File: src/rtl/dmem_arbiter.sv
`default_nettype none
// ============================================================================
// Module   : dmem_arbiter
// Purpose  : Shares the single-ported data memory between the CPU load/store
//            path and a secondary DMA/debug requester. The CPU normally wins;
//            a starvation counter forces a DMA grant after STARVE_LIMIT
//            consecutive denied cycles, and multi-beat DMA bursts lock the
//            memory to the DMA (with CPU gap-fill when the DMA idles).
// Ports    : clk_i, reset_i          - clock, async active-high reset
//            cpu_*                   - CPU request/grant/stall/read-return
//            dma_*                   - DMA beat request/grant/read-return
//            mem_*                   - memory port (read data 1 cycle later)
//            stat_*                  - optional statistics counters
// Options  : DMEM_ARB_STATS_EN - adds stat_cpu_stall_o / stat_dma_beats_o
// Revision : 1.0 - initial release
// ============================================================================
module dmem_arbiter #(
    parameter int ADDR_W       = 32,
    parameter int DATA_W       = 32,
    parameter int STARVE_LIMIT = 8,
    parameter int LEN_W        = 4
) (
    input  logic              clk_i,
    input  logic              reset_i,
    input  logic              cpu_req_i,
    input  logic              cpu_we_i,
    input  logic [ADDR_W-1:0] cpu_addr_i,
    input  logic [DATA_W-1:0] cpu_wdata_i,
    input  logic [3:0]        cpu_mask_i,
    output logic              cpu_gnt_o,
    output logic              cpu_stall_o,
    output logic              cpu_rvalid_o,
    output logic [DATA_W-1:0] cpu_rdata_o,
    input  logic              dma_req_i,
    input  logic              dma_we_i,
    input  logic [ADDR_W-1:0] dma_addr_i,
    input  logic [DATA_W-1:0] dma_wdata_i,
    input  logic [LEN_W-1:0]  dma_len_i,
    output logic              dma_gnt_o,
    output logic              dma_rvalid_o,
    output logic [DATA_W-1:0] dma_rdata_o,
    output logic              mem_re_o,
    output logic              mem_we_o,
    output logic [ADDR_W-1:0] mem_addr_o,
    output logic [DATA_W-1:0] mem_wdata_o,
    output logic [3:0]        mem_mask_o,
`ifdef DMEM_ARB_STATS_EN
    output logic [31:0]       stat_cpu_stall_o,
    output logic [31:0]       stat_dma_beats_o,
`endif
    input  logic [DATA_W-1:0] mem_rdata_i
);

    localparam logic [0:0]       c_arb_cpu      = 1'b0;
    localparam logic [0:0]       c_arb_dma      = 1'b1;
    localparam logic [7:0]       c_starve_limit = 8'(STARVE_LIMIT);
    localparam logic [LEN_W-1:0] c_len_one      = LEN_W'(1);
    localparam logic [LEN_W-1:0] c_len_zero     = '0;

    logic [0:0]       r_state;
    logic [0:0]       w_state_nxt;
    logic [7:0]       r_starve_cnt;
    logic [7:0]       w_starve_nxt;
    logic [LEN_W-1:0] r_remaining;
    logic [LEN_W-1:0] w_remaining_nxt;
    logic             r_rvalid;
    logic             r_owner_dma;
    logic             w_cpu_gnt;
    logic             w_dma_gnt;
    logic             w_rd_accept;

    // ------------------------------------------------------------------
    // Grant decision. Grants are held low while reset is asserted so the
    // memory port is quiet even though requesters may still be asserting.
    // ------------------------------------------------------------------
    always_comb begin
        w_cpu_gnt = 1'b0;
        w_dma_gnt = 1'b0;
        if (!reset_i) begin
            if (r_state == c_arb_dma) begin
                // Locked burst: DMA owns the port, CPU only fills idle gaps.
                w_dma_gnt = dma_req_i;
                w_cpu_gnt = cpu_req_i & ~dma_req_i;
            end else begin
                if (dma_req_i && (r_starve_cnt == c_starve_limit)) begin
                    w_dma_gnt = 1'b1;
                end else if (cpu_req_i) begin
                    w_cpu_gnt = 1'b1;
                end else if (dma_req_i) begin
                    w_dma_gnt = 1'b1;
                end
            end
        end
    end

    // ------------------------------------------------------------------
    // Next-state: burst length is captured only on the first beat; the
    // beat that consumes remaining==1 ends the burst.
    // ------------------------------------------------------------------
    always_comb begin
        w_state_nxt     = r_state;
        w_remaining_nxt = r_remaining;
        if (w_dma_gnt) begin
            if (r_state == c_arb_cpu) begin
                w_remaining_nxt = dma_len_i;
                if (dma_len_i != c_len_zero) begin
                    w_state_nxt = c_arb_dma;
                end
            end else begin
                w_remaining_nxt = r_remaining - c_len_one;
                if (r_remaining == c_len_one) begin
                    w_state_nxt = c_arb_cpu;
                end
            end
        end
    end

    // Saturating count of consecutive denied DMA-request cycles.
    always_comb begin
        w_starve_nxt = r_starve_cnt;
        if (!dma_req_i || w_dma_gnt) begin
            w_starve_nxt = 8'd0;
        end else if (r_starve_cnt < c_starve_limit) begin
            w_starve_nxt = r_starve_cnt + 8'd1;
        end
    end

    assign w_rd_accept = (w_cpu_gnt & ~cpu_we_i) | (w_dma_gnt & ~dma_we_i);

    always_ff @(posedge clk_i or posedge reset_i) begin
        if (reset_i) begin
            r_state      <= c_arb_cpu;
            r_starve_cnt <= 8'd0;
            r_remaining  <= '0;
            r_rvalid     <= 1'b0;
            r_owner_dma  <= 1'b0;
        end else begin
            r_state      <= w_state_nxt;
            r_starve_cnt <= w_starve_nxt;
            r_remaining  <= w_remaining_nxt;
            r_rvalid     <= w_rd_accept;
            r_owner_dma  <= w_dma_gnt;
        end
    end

    // ------------------------------------------------------------------
    // Memory port mux. DMA beats are always full-word, so mask is forced.
    // ------------------------------------------------------------------
    always_comb begin
        mem_re_o    = 1'b0;
        mem_we_o    = 1'b0;
        mem_addr_o  = '0;
        mem_wdata_o = '0;
        mem_mask_o  = 4'b0000;
        if (w_cpu_gnt) begin
            mem_re_o    = ~cpu_we_i;
            mem_we_o    = cpu_we_i;
            mem_addr_o  = cpu_addr_i;
            mem_wdata_o = cpu_wdata_i;
            mem_mask_o  = cpu_mask_i;
        end else if (w_dma_gnt) begin
            mem_re_o    = ~dma_we_i;
            mem_we_o    = dma_we_i;
            mem_addr_o  = dma_addr_i;
            mem_wdata_o = dma_wdata_i;
            mem_mask_o  = 4'b1111;
        end
    end

    assign cpu_gnt_o    = w_cpu_gnt;
    assign dma_gnt_o    = w_dma_gnt;
    assign cpu_stall_o  = cpu_req_i & ~w_cpu_gnt;
    assign cpu_rvalid_o = r_rvalid & ~r_owner_dma;
    assign dma_rvalid_o = r_rvalid & r_owner_dma;
    assign cpu_rdata_o  = cpu_rvalid_o ? mem_rdata_i : '0;
    assign dma_rdata_o  = dma_rvalid_o ? mem_rdata_i : '0;

`ifdef DMEM_ARB_STATS_EN
    logic [31:0] r_stat_cpu_stall;
    logic [31:0] r_stat_dma_beats;

    always_ff @(posedge clk_i or posedge reset_i) begin
        if (reset_i) begin
            r_stat_cpu_stall <= 32'd0;
            r_stat_dma_beats <= 32'd0;
        end else begin
            if (cpu_stall_o) begin
                r_stat_cpu_stall <= r_stat_cpu_stall + 32'd1;
            end
            if (w_dma_gnt) begin
                r_stat_dma_beats <= r_stat_dma_beats + 32'd1;
            end
        end
    end

    assign stat_cpu_stall_o = r_stat_cpu_stall;
    assign stat_dma_beats_o = r_stat_dma_beats;
`endif

endmodule
`default_nettype wire

File: config.mk
export PLATFORM = sky130hd
export DESIGN_NAME = dmem_arbiter
export DESIGN_NICKNAME = d
export VERILOG_FILES = /design/src/rtl/dmem_arbiter.sv
export SDC_FILE = /design/constraint.sdc
export NUM_CORES = 1
export LEC_CHECK = 0
export ABC_AREA = 1
export ABC_CLOCK_PERIOD_IN_PS = 1520
export CAP_MARGIN = 10
export CORE_AREA = 2 2 123 125
export DETAILED_ROUTE_END_ITERATION = 8
export DIE_AREA = 0 0 125 127
export GPL_ROUTABILITY_DRIVEN = 0
export GPL_TIMING_DRIVEN = 0
export SLEW_MARGIN = 20
export SYNTH_ARGS = -nofsm -noshare
export SYNTH_HDL_FRONTEND = slang
export SYNTH_SLANG_ARGS = --single-unit
export TNS_END_PERCENT = 50
File: constraint.sdc
create_clock -name clk_i -period 1.52 [get_ports clk_i]
set_clock_uncertainty 0.2 [all_clocks]
set_input_delay 0.228 -clock clk_i [delete_from_list [all_inputs] [get_ports clk_i]]
set_output_delay 0.228 -clock clk_i [all_outputs]
set_load 0.01 [all_outputs]
==> key figures <==
Run status
  • Outcome: complete, but fails checks
  • Violated checks: negative setup slack

Timing
  • Final WS setup: -0.791 ns
  • Final hold vios: 0
  • Rel. slew slack: 61.2%
  • Max Slew Vio Count: 0
  • Fmax: 433 MHz
  • Tmin final: 2.31 ns
  • Final setup viols: 146
  • Period Utilization, post-route: 152%
  • Worst-Margin Slew: 0.582 ns
  • Unrepaired setup endpoints after global routing: yes

Routing
  • Vias: 4044
  • Wire per inst: 15.2 um
  • Final ANT Viol Nets: 0
  • Starting DRT DRC Count: 111
  • Final WL: 14900 um
  • DRC violations left: 0
  • TritonRoute pass-1 iters: 4
  • Vias per cell: 4.14

Clocking
  • Clock Sinks: 15
  • TritonCTS clock tree: yes
  • Num CTS Buffers: 3
  • Clk slew on worst S/H paths: 0.05 ns
  • Clk_lat worst skew: 0.24 ns
  • # H-tree levels: 1
  • CTS root buf: clkbuf_16
  • Cts hold-fix bufs: 0
  • CTS max path bufs: 2

Logic synthesis
  • Yosys reg bits: 15
  • Syn_nets: 623
  • Sequential element share of the synthesized area: 17.1%
  • Post-Synthesis Cell Area: 0.00219 mm2
  • Synthesized area per cell: 4.92 um2
  • Synth cell types: 19
  • Cells after Synth: 445
  • Yosys warning count: 0

Global route
  • First-pass GRT wire length: 20700 um
  • GR met1 Demand/Resource: 18.6%
  • Vias in the first global route: 3701
  • GR Util met3: 3.89%
  • Met2 Track Usage GR: 30.6%
  • Antenna violations before repair: 1
  • Largest net degree at the start of global routing: 25
  • Total grt overflow: 0
  • GRT Max-Usage Layer: met2
  • GRT Overall Usage: 16.3%

Power
  • Clock power frac: 12.5%
  • Int Pwr: 2.40 mW
  • Final Power: 4.09 mW
  • Peak VDD IR: 0.000319 V
  • Comb pwr share: 73.4%
  • Sw Ratio: 41.3%
  • Switch Pwr: 1.69 mW
  • Sequential group share of total power: 14.1%
  • P_leak: 3.32 nW
  • Pwr dens: 646 mW/mm2

Min path
  • Hold Startpoint: r_starve_cnt[5]
  • HP Class: register to register

Flow run
  • Max cap viols: 0

Finish
  • Layout area overhead: 189%
  • Commonest cells after routing, fill and taps aside: clkdlybuf4s50_1 (182), nand2_1 (109), buf_2 (90)
  • Util after Layout: 43.9%
  • Final net count: 970
  • Share of cells above drive strength 1: 40.8%
  • Commonest non-fill, non-tap cell in the layout: clkdlybuf4s50_1

Worst setup path
  • CP startpoint: r_starve_cnt[1]
  • Setup CP Type: register to output port
  • Crit path launch type: register
  • Worst path arrival time: 1.88 ns
  • CP max stage cell: dfrtp_1
  • CP Cell Sequence: inv_2, ha_4, nand3_4, o21ai_4, nand2_4, buf_4, nand3_1, nand2_1, clkdlybuf4s15_2
  • Worst Path Max Fanout: 7
  • WP data required: 1.09 ns
  • Reg2reg start: r_starve_cnt[1]
  • Crit path capture type: output port
  • CP max stage delay: 0.38 ns

Die
  • Die Wd: 125 um
  • Die Ht: 127 um
  • Die Area: 0.0159 mm2
  • # rows: 44
  • Core ar.: 0.0144 mm2
  • Initial Util: 15.2%
  • Top-Level Pins: 313

Placement
  • Pre-CTS setup slack: -1.27 ns
  • Port Buf Inserts: 312
  • Post-DP HPWL: 11400 um
## Yosys cell counts
library cell,n,area [um2]
nand2_2,1,6.26
or2_2,1,6.26
a21oi_1,3,15.0
inv_1,53,199
inv_2,2,7.51
xor2_1,1,8.76
buf_1,3,11.3
clkbuf_1,10,37.5
buf_4,7,52.6
nor3_1,2,10.0
nor2_4,1,11.3
nand3_1,75,375
ha_1,4,50.1
buf_2,8,40.0
dfrtp_1,15,375
o21ai_2,1,8.76
nand2_1,170,638
nor2_1,83,312
o21ai_0,5,25.0
## critical path, delay by kind of cell, from the launching register on
family | cells | cell delay [ns]
AND/OR/NAND/NOR | 4 | 0.36
buffers and inverters | 3 | 0.51
adder cells (fa/ha/maj) | 1 | 0.14
AO/OA/AOI/OAI | 1 | 0.23
flip-flops | 1 | 0.38
## kinds of logic after synthesis
logic type	count (synthesis)	synth area share [%]
buffers and inverters	83	15.9
xor gates and xnor gates	1	0.400
DFF	15	17.1
and+or+nand+nor	333	62.1
adders and majority gates	4	2.29
AOI/OAI and AO/OA	9	2.23
## layer usage
layer,wire [um],vias to the layer above
li1,-,2043
met1,5760,1788
met2,7830,193
met3,1010,20
met4,258,0
met5,0,-
## final timing paths
check                             endpoint  depth (start not counted)  slack [ns]
hold reg to reg            r_starve_cnt[5]                          2        0.29
hold / removal             r_starve_cnt[5]                          2        0.29
setup / recovery           mem_wdata_o[30]                          9       -0.79
max in group asynchronous      r_owner_dma                          3        0.35
min in group asynchronous  r_starve_cnt[2]                          3        0.50
setup reg to reg            r_remaining[2]                         12       -0.34
## flip-flops by register name, indices dropped and copies added (netlist names)
signal	flops
r_owner_dma	1
r_rvalid	1
r_starve_cnt	8
r_state	1
r_remaining	4
## stage by stage
step           area, um2  setup TNS (ns)  std cells  hold slack [ns]
2_1_floorplan       2240          -14.05        445           0.0812
3_3_place_gp        5590         -117.99        941            0.283
3_5_place_dp        5590         -118.58        941            0.287
4_1_cts             5960          -93.70        961            0.295
5_1_grt             6340          -79.27        976            0.305
6_report            6340          -66.34        976            0.292
## what timing repair did
item                       4_1_cts  5_1_grt
setup endpoints to repair      154      154
gates cloned                     6        6
resized for setup              367      351
setup buffers                   10        8
pin swaps                       11       29
## power groups by stage
stage / Clock [mW] / Combinational [mW] / Sequential, mW
final: 0.513 / 3.00 / 0.575
after global routing: 0.548 / 3.27 / 0.591
after CTS: 0.526 / 2.68 / 0.573
after detailed placement: 0 / 2.49 / 0.572
after global placement: 0 / 2.49 / 0.574
after floorplan: 0 / 1.08 / 0.547
## cell type report
type | instances | area, um2
antenna | 1 | 2.50
buffer | 28 | 328
clock buffer | 4 | 78.8
fill | 1524 | 8090
inverter | 55 | 206
multi-input combinational | 348 | 1990
sequential | 15 | 375
tap | 184 | 230
timing repair buffer | 341 | 3130
(Power assumes the default switching activity.)
